`config.mk`:
```
export PLATFORM = sky130hd
export DESIGN_NAME = fpu_f32_to_int_scheduler
export DESIGN_NICKNAME = d
export VERILOG_FILES = /design/src/rtl/fpu_f32_to_int_scheduler.sv
export SDC_FILE = /design/constraint.sdc
export NUM_CORES = 1
export LEC_CHECK = 0
export BUFFER_PORTS_ARGS = -buffer_cell sky130_fd_sc_hd__buf_4
export CAP_MARGIN = 20
export CORE_ASPECT_RATIO = 0.75
export CORE_MARGIN = 3
export CORE_UTILIZATION = 50
export DETAILED_ROUTE_END_ITERATION = 10
export PLACE_DENSITY = 0.73
export SLEW_MARGIN = 20
export SYNTH_ARGS = -nofsm -noshare
export SYNTH_HDL_FRONTEND = slang
export SYNTH_SLANG_ARGS = --single-unit
export TNS_END_PERCENT = 30
```
`constraint.sdc`:
```
create_clock -name CLK -period 9.7 [get_ports CLK]
set_input_delay 0.97 -clock CLK [delete_from_list [all_inputs] [get_ports CLK]]
set_output_delay 0.97 -clock CLK [all_outputs]
set_load 0.01 [all_outputs]
```
`src/rtl/fpu_f32_to_int_scheduler.sv`:
```
// rtl/fpu_f32_to_int_scheduler.sv - round-robin shared f32->int32 converter with elastic tagged result pipeline; optional O_EXCEPT via FPU_CVT_EXCEPT_EN
module fpu_f32_to_int_scheduler #(
  parameter  int CH_COUNT = 4,
  parameter  int STAGES   = 2,
  localparam int ID_W     = $clog2(CH_COUNT)
) (
  input  logic                  CLK,
  input  logic                  RST,
  input  logic [CH_COUNT-1:0]   REQ_VALID,
  output logic [CH_COUNT-1:0]   REQ_READY,
  input  logic [32*CH_COUNT-1:0] REQ_DATA,
  input  logic                  FLUSH,
  output logic                  O_VALID,
  input  logic                  O_READY,
  output logic [ID_W-1:0]       O_ID,
  output logic [31:0]           O_DATA,
  output logic                  BUSY
`ifdef FPU_CVT_EXCEPT_EN
  ,
  output logic                  O_EXCEPT
`endif
);

  localparam logic [ID_W:0]   CH_CNT_W = (ID_W + 1)'(CH_COUNT);
  localparam logic [ID_W-1:0] LAST_ID  = ID_W'(CH_COUNT - 1);

  // Truncate-toward-zero conversion; NaN, Inf and anything with |x| >= 2^31
  // return the integer-indefinite value 0x80000000 (which is also the exact
  // result for -2^31).
  function automatic logic [31:0] f32_to_int(input logic [31:0] f);
    logic [7:0]  e;
    logic [31:0] mag;
    logic [31:0] res;
    e   = f[30:23];
    mag = {8'h00, 1'b1, f[22:0]};
    if (e >= 8'd158) begin
      res = 32'h8000_0000;
    end else if (e < 8'd127) begin
      res = 32'h0000_0000;
    end else begin
      if (e >= 8'd150) begin
        mag = mag << (e - 8'd150);
      end else begin
        mag = mag >> (8'd150 - e);
      end
      res = f[31] ? (32'h0 - mag) : mag;
    end
    return res;
  endfunction

`ifdef FPU_CVT_EXCEPT_EN
  // Flags operands whose result is not a faithful truncation of the input.
  function automatic logic f32_to_int_except(input logic [31:0] f);
    logic [7:0] e;
    e = f[30:23];
    return (e == 8'hFF) | ((e >= 8'd158) & (f != 32'hCF00_0000));
  endfunction
`endif

  logic [ID_W-1:0]     rr_q, rr_d;
  logic [STAGES-1:0]   v_q, v_d;
  logic [ID_W-1:0]     id_q   [STAGES];
  logic [31:0]         data_q [STAGES];
`ifdef FPU_CVT_EXCEPT_EN
  logic                exc_q  [STAGES];
`endif

  logic [CH_COUNT-1:0] grant_oh;
  logic [ID_W-1:0]     grant_id;
  logic                grant_any;
  logic [ID_W:0]       idx_w;
  logic [ID_W-1:0]     idx;
  logic [31:0]         sel_data;
  logic [31:0]         cvt_data;
  logic [STAGES-1:0]   adv;
  logic                full_above;
  logic                accept0;
  logic                handshake;

  // Round-robin search starting at the pointer, wrapping past the last channel.
  always_comb begin
    grant_oh  = '0;
    grant_id  = '0;
    grant_any = 1'b0;
    idx_w     = '0;
    idx       = '0;
    for (int k = 0; k < CH_COUNT; k++) begin
      idx_w = {1'b0, rr_q} + (ID_W + 1)'(k);
      if (idx_w >= CH_CNT_W) begin
        idx_w = idx_w - CH_CNT_W;
      end
      idx = idx_w[ID_W-1:0];
      if (!grant_any && REQ_VALID[idx]) begin
        grant_any = 1'b1;
        grant_id  = idx;
      end
    end
    grant_oh[grant_id] = grant_any;
  end

  // Operand mux for the granted channel.
  always_comb begin
    sel_data = '0;
    for (int i = 0; i < CH_COUNT; i++) begin
      if (grant_any && (grant_id == ID_W'(i))) begin
        sel_data = REQ_DATA[32*i +: 32];
      end
    end
  end

  assign cvt_data = f32_to_int(sel_data);

  // A stage moves on when the last stage drains or any later stage has a bubble.
  always_comb begin
    adv        = '0;
    full_above = 1'b1;
    for (int i = 0; i < STAGES; i++) begin
      full_above = 1'b1;
      for (int j = i + 1; j < STAGES; j++) begin
        full_above = full_above & v_q[j];
      end
      adv[i] = v_q[i] & (O_READY | ~full_above);
    end
  end

  assign accept0   = ~v_q[0] | adv[0];
  assign handshake = grant_any & accept0 & ~FLUSH & ~RST;
  assign REQ_READY = (accept0 & ~FLUSH & ~RST) ? grant_oh : '0;

  // Next-state of the stage valids and the round-robin pointer.
  always_comb begin
    v_d = v_q;
    if (FLUSH) begin
      v_d = '0;
    end else begin
      v_d[0] = (v_q[0] & ~adv[0]) | handshake;
      for (int i = 1; i < STAGES; i++) begin
        v_d[i] = (v_q[i] & ~adv[i]) | adv[i-1];
      end
    end
    rr_d = rr_q;
    if (handshake) begin
      rr_d = (grant_id == LAST_ID) ? '0 : grant_id + ID_W'(1);
    end
  end

  // Pipeline registers: control, tags and converted results.
  always_ff @(posedge CLK or posedge RST) begin
    if (RST) begin
      rr_q <= '0;
      v_q  <= '0;
      for (int i = 0; i < STAGES; i++) begin
        id_q[i]   <= '0;
        data_q[i] <= '0;
`ifdef FPU_CVT_EXCEPT_EN
        exc_q[i]  <= 1'b0;
`endif
      end
    end else begin
      rr_q <= rr_d;
      v_q  <= v_d;
      if (handshake) begin
        id_q[0]   <= grant_id;
        data_q[0] <= cvt_data;
`ifdef FPU_CVT_EXCEPT_EN
        exc_q[0]  <= f32_to_int_except(sel_data);
`endif
      end
      for (int i = 1; i < STAGES; i++) begin
        if (adv[i-1]) begin
          id_q[i]   <= id_q[i-1];
          data_q[i] <= data_q[i-1];
`ifdef FPU_CVT_EXCEPT_EN
          exc_q[i]  <= exc_q[i-1];
`endif
        end
      end
    end
  end

  assign O_VALID  = v_q[STAGES-1];
  assign O_ID     = id_q[STAGES-1];
  assign O_DATA   = data_q[STAGES-1];
  assign BUSY     = |v_q;
`ifdef FPU_CVT_EXCEPT_EN
  assign O_EXCEPT = exc_q[STAGES-1];
`endif

endmodule

```
==> out/metrics.cfg, run 1 <==
[layout]
fillCellCount = 1637
nets = 1405
layout-drive-gt1-share = 0.273
diodes = 0
syn2layout_area_growth_pct = 15.8

[yosys]
synthTopCellsByArea = dfrtp_1 19%, mux2_2 5.3%, nand2_1 4.4%
syn_area_um2 = 9280
ys.flop_type = dfrtp_1
synthAdderAreaFrac = 0.0121
ys_seq_area_frac = 0.194
synth_mux_area_frac = 0.0988
synth-async-reset-ratio = 1.00
synth.top_cell.area_share = 0.194
yosysMostFrequentCell = nand2_1
synth_top_family_by_area = compound AO/OA/AOI/OAI gates
synth.net_count = 1308
synth_common_cells = 109 x nand2_1, 72 x dfrtp_1, 71 x nor2_1
syn_area_per_cell_um2 = 7.98
yosysWarnings = 0
ys_ff_latch = 72
synthXorXnorAreaFrac = 0.0247
synth_compound_area_frac = 0.312
synth-edff-count = 0
yosys.area_share.simple = 0.260
synthCells = 1163
synth_cell_type_count = 103
synth_top_area_cell = dfrtp_1

[critical_path]
cp_slowest_stage_delay_ns = 0.82
crit_fanout = 88
rr_worst_depth = 22
critical_path.slowest_cell = or4b_1
cp-end-kind = flop
cp_common_cell = mux2i_1
crit_required_ns = 9.91
arrival_ns = 8.04
cp_num_buf_inv = 5
worstPathCellList = buf_4 -> inv_1 -> nor2_1 -> a21oi_1 -> o22ai_1 -> a21oi_1 -> ha_4 -> nor2_4 -> a311oi_4 -> nand2_4 -> inv_2 -> ha_1 -> inv_1 -> nand3_2 -> and2_1 -> mux2i_1 -> mux2i_1 -> mux2i_1 -> a221o_1 -> or4b_1 -> buf_4 -> nor3_2 -> a311o_1 -> nand3_1
critPathTopFamily = simple AND/OR/NAND/NOR gates
reg2reg_slack_ns = 2.28
cp-start-kind = primary input
rr_endpoint = data_q[61]
r2r-start = rr_q[0]
critPathKind = in -> reg

[drt]
ant_nets = 0
wl_per_cell_um = 22.9
drt-total-wl_mm = 34.5
dr.pass1.iters = 6
drtIter0Drc = 1611
vias_per_cell = 6.88
drcViolationCount = 0
vias = 10400

[floorplan]
die_h_um = 124
fp.dieArea_um2 = 20200
core_area_um2 = 17900
start_util = 0.518
num_io_pins = 176
row_count = 42
die_x_um = 163

[sta]
tns_ns = 0
clock_skew_ns = 0.00725
rsz0062_at_grt = false
setup_slack_ns = 1.87
timing.hold.ws_ns = 0.477
final-hold-violation-count = 0
max_slew_margin = 0.257
period_needed_ns = 7.83
worst_slew_pin_slew_ns = 1.11
max_freq_mhz = 128
period_share = 0.807
setup_viol = 0
slew_violations = 0

[placement]
io_buffers = 175
place_congestion = 1.09
pre_cts_ws_ns = 1.78
dp.final_hpwl_mm = 26.3

[flow_run]
maxCapViolations = 0

[global_routing]
grt_pass1_vias = 9483
grt.busiest_layer = met2
grt_util_met3 = 0.129
globalRouteOverflowTotal = 0
grt_pass1_wl_mm = 52.8
use_met1 = 0.458
globalRouteTotalUtil = 0.330
grt_antenna_before_repair = 0
met2_usage = 0.475
grt_max_degree = 89

[cts]
htree_num_levels = 3
clk_path_buf_depth = 2
holdBufCountCts = 0
cts_buffers = 9
clk_pin_slew_worst_paths_ns = 0.06
cts_sinks = 72
cts_tree = built
post-cts-setup-buffer-count = 0
cts_resized = 0
root_buffer = clkbuf_16
clk_latency_ns = 0.33

[hold_path]
holdCritStartpoint = data_q[34]
hold_path_class = reg -> reg
whs_path_depth = 2
min_to = data_q[34]

[outcome]
status = complete, no violations

-- logic make-up (layout without fill, tap and decap cells) --
| group | Yosys count | count (layout) |
|---|---|---|
| xor gates and xnor gates | 24 | 24 |
| muxes | 82 | 82 |
| adders and majority gates | 9 | 9 |
| DFF | 72 | 72 |
| buffers and inverters | 164 | 265 |
| AOI/OAI and AO/OA | 369 | 369 |
| and+or+nand+nor | 443 | 443 |
-- worst min-delay path: cells and delay by family (launching register included) --
family,cells,cell delay [ns]
compound gates,1,0.06
flops,1,0.34
simple gates,1,0.05
-- layout by cell type, fill, tap and decap left out, types with 14 or more instances in the layout --
cell type    n
mux2i_1     34
o21ai_1     14
dfrtp_1     72
buf_4      210
mux2_2      44
and2_1      14
o21ai_0     42
a21oi_1     50
a22oi_1     14
nor2_1      71
inv_1       34
o22ai_1     16
nand2_1    109
nand4_1     22
nand3_1     47
nand3b_1    26
a221oi_1    23
and3_1      16
nor3b_1     23
nor3_1      34
a211oi_1    30
o211ai_1    15
xnor2_1     14
-- registers in the layout (all words and copies together), names as in the netlist --
signal  count
O_DATA     32
O_ID        2
data_q     32
id_q        2
rr_q        2
v_q         2
-- area by class of cell --
class,instances,area [um^2],area share
multi-input combinational,927,6600,0.614
sequential,72,1800,0.168
timing repair buffer,212,1590,0.148
tap,242,303,0.0282
clock buffer,10,229,0.0213
inverter,38,143,0.0133
clock inverter,5,81.3,0.00757
-- worst max-delay path by stage --
| stage | endpoint | depth (start not counted) | from | slack (ns) |
|---|---|---|---|---|
| floorplan | data_q[62] | 26 | REQ_VALID[0] | 3.25 |
| global placement | data_q[50] | 24 | REQ_VALID[0] | 1.90 |
| global route | data_q[61] | 23 | REQ_VALID[0] | 1.47 |
| finish | data_q[61] | 24 | REQ_VALID[0] | 1.87 |
| detailed placement | data_q[44] | 24 | REQ_VALID[0] | 1.78 |
| CTS | data_q[44] | 24 | REQ_VALID[0] | 2.10 |
-- layer usage --
metal	part of all wire	wire length, um
met4	0.032	1110
met2	0.41	14000
met3	0.14	4780
met5	0	0
met1	0.42	14600
-- per-stage QoR --
| step | utilization | std cells | instance area [um^2] |
|---|---|---|---|
| after floorplan | - | 1163 | 9280 |
| after global placement | 0.582 | 1489 | 10400 |
| after detailed placement | 0.582 | 1489 | 10400 |
| after CTS | 0.599 | 1504 | 10700 |
| after global routing | 0.600 | 1506 | 10700 |
| final | 0.600 | 1506 | 10700 |
Power of run 1 is left out: the tool's default activity adds up to more than one toggle a clock period on the data nets, which glitch-free logic cannot reach.
==> run 2: changes to the inputs <==
Settings changed: PLACE_DENSITY 0.73 to 0.76.
Clock period 9.7 ns to 6.5 ns, I/O delays scaled along.
==> run 2 against run 1 <==
  * Clock skew is 0.0089 ns higher
  * Sequential share of layout area is 0.39 points lower
  * Critical path depth up 2
  * Global-route usage rose by 1.8 points
  * Register-to-register slack worse by 1.8 ns
  * Cell count rose by 2.2%
  * Highest routed layer unchanged
==> out/metrics.cfg, run 2 (synthesis gave the netlist of run 1 again) <==
[drt]
drcViolationCount = 0
dr.pass1.iters = 6
wl_per_cell_um = 23.8
ant_nets = 0
vias = 10500
drt-total-wl_mm = 36.6
vias_per_cell = 6.85
drtIter0Drc = 1514

[hold_path]
hold_path_class = in -> async

[placement]
place_congestion = 1.11
io_buffers = 175
dp.final_hpwl_mm = 28.7

[critical_path]
cp_num_buf_inv = 7
cp_slowest_stage_delay_ns = 0.57
cp-start-kind = primary input
critPathKind = in -> reg
crit_fanout = 9
cp-end-kind = flop
arrival_ns = 6.33
critical_path.slowest_cell = mux4_2
crit_required_ns = 6.72
critPathTopFamily = simple AND/OR/NAND/NOR gates

[floorplan]
die_h_um = 124
die_x_um = 163
fp.dieArea_um2 = 20200
start_util = 0.518
core_area_um2 = 17900
row_count = 42
num_io_pins = 176

[outcome]
status = complete, no violations

[sta]
setup_viol = 0
tns_ns = 0
max_freq_mhz = 164
period_share = 0.940
clock_skew_ns = 0.0161
final-hold-violation-count = 0
worst_slew_pin_slew_ns = 1.03
max_slew_margin = 0.308
period_needed_ns = 6.11
rsz0062_at_grt = false
slew_violations = 0

[global_routing]
grt_pass1_wl_mm = 55.0
globalRouteOverflowTotal = 0
globalRouteTotalUtil = 0.347
grt_pass1_vias = 9604
grt_max_degree = 72
grt_antenna_before_repair = 0

[layout]
layout_commonest_cell = buf_4
multi_input_area_um2 = 6610
nets = 1437
fillCellCount = 1636
syn2layout_area_growth_pct = 18.6
diodes = 0
final_cell_mix = 243 x buf_4, 109 x nand2_1, 72 x dfrtp_1
layout-drive-gt1-share = 0.292
regArea_um2 = 1800

[cts]
post-cts-setup-buffer-count = 0
clk_latency_ns = 0.35
cts_sinks = 72
holdBufCountCts = 0
cts_buffers = 9
cts_resized = 0
htree_num_levels = 3
root_buffer = clkbuf_16
clk_path_buf_depth = 2
cts_tree = built
clk_pin_slew_worst_paths_ns = 0.06

[flow_run]
maxCapViolations = 0

[run 2: cell types whose count changed in the layout (fill, tap and decap cells not counted), sizes merged]
cell / delta
clkinvlp: +1
inv: +3
buf: +33
clkbuf: -3
clkdlybuf4s15: +1
clkinv: -1
bufinv: -1
[run 2: per-layer routing]
metal | global-route usage | wire length (um) | vias to the layer above
met5 | 0 | 0 | -
met2 | 0.493 | 14900 | 715
met4 | 0.100 | 1070 | 0
li1 | - | - | 4704
met1 | 0.495 | 15900 | 5031
met3 | 0.122 | 4690 | 93
[run 2: worst paths after layout]
kind	from	to	slack, ns	cells past startpoint
max in group asynchronous	RST	data_q[63]	5.22	3
worst min register to register	id_q[2]	id_q[2]	0.48	2
worst max register to register	rr_q[0]	data_q[58]	0.44	24
worst max-delay path	REQ_VALID[0]	data_q[58]	0.39	26
min in group CLK	id_q[2]	id_q[2]	0.48	2
worst min-delay path	RST	rr_q[1]	0.24	2
[run 2: cell type report]
type                    count  share of cell area
repair buffers            244               0.167
well taps                 242              0.0275
clock inverters             7             0.00773
flip-flops and latches     72               0.164
multi-input cells         927               0.601
inverters                  38              0.0130
clock buffers               9              0.0205
[run 2: stage by stage]
step / std cells / hold WS, ns / setup slack [ns] / utilization / instance area, um^2
after detailed placement: 1523 / 0.469 / 0.231 / 0.596 / 10700
after global routing: 1539 / 0.244 / 0.0244 / 0.614 / 11000
after global placement: 1522 / 0.460 / 0.382 / 0.595 / 10700
after floorplan: 1163 / 0.443 / 0.366 / - / 9280
after CTS: 1539 / 0.237 / 0.556 / 0.614 / 11000
final: 1539 / 0.236 / 0.389 / 0.614 / 11000
Power of run 2 is left out for the same reason.
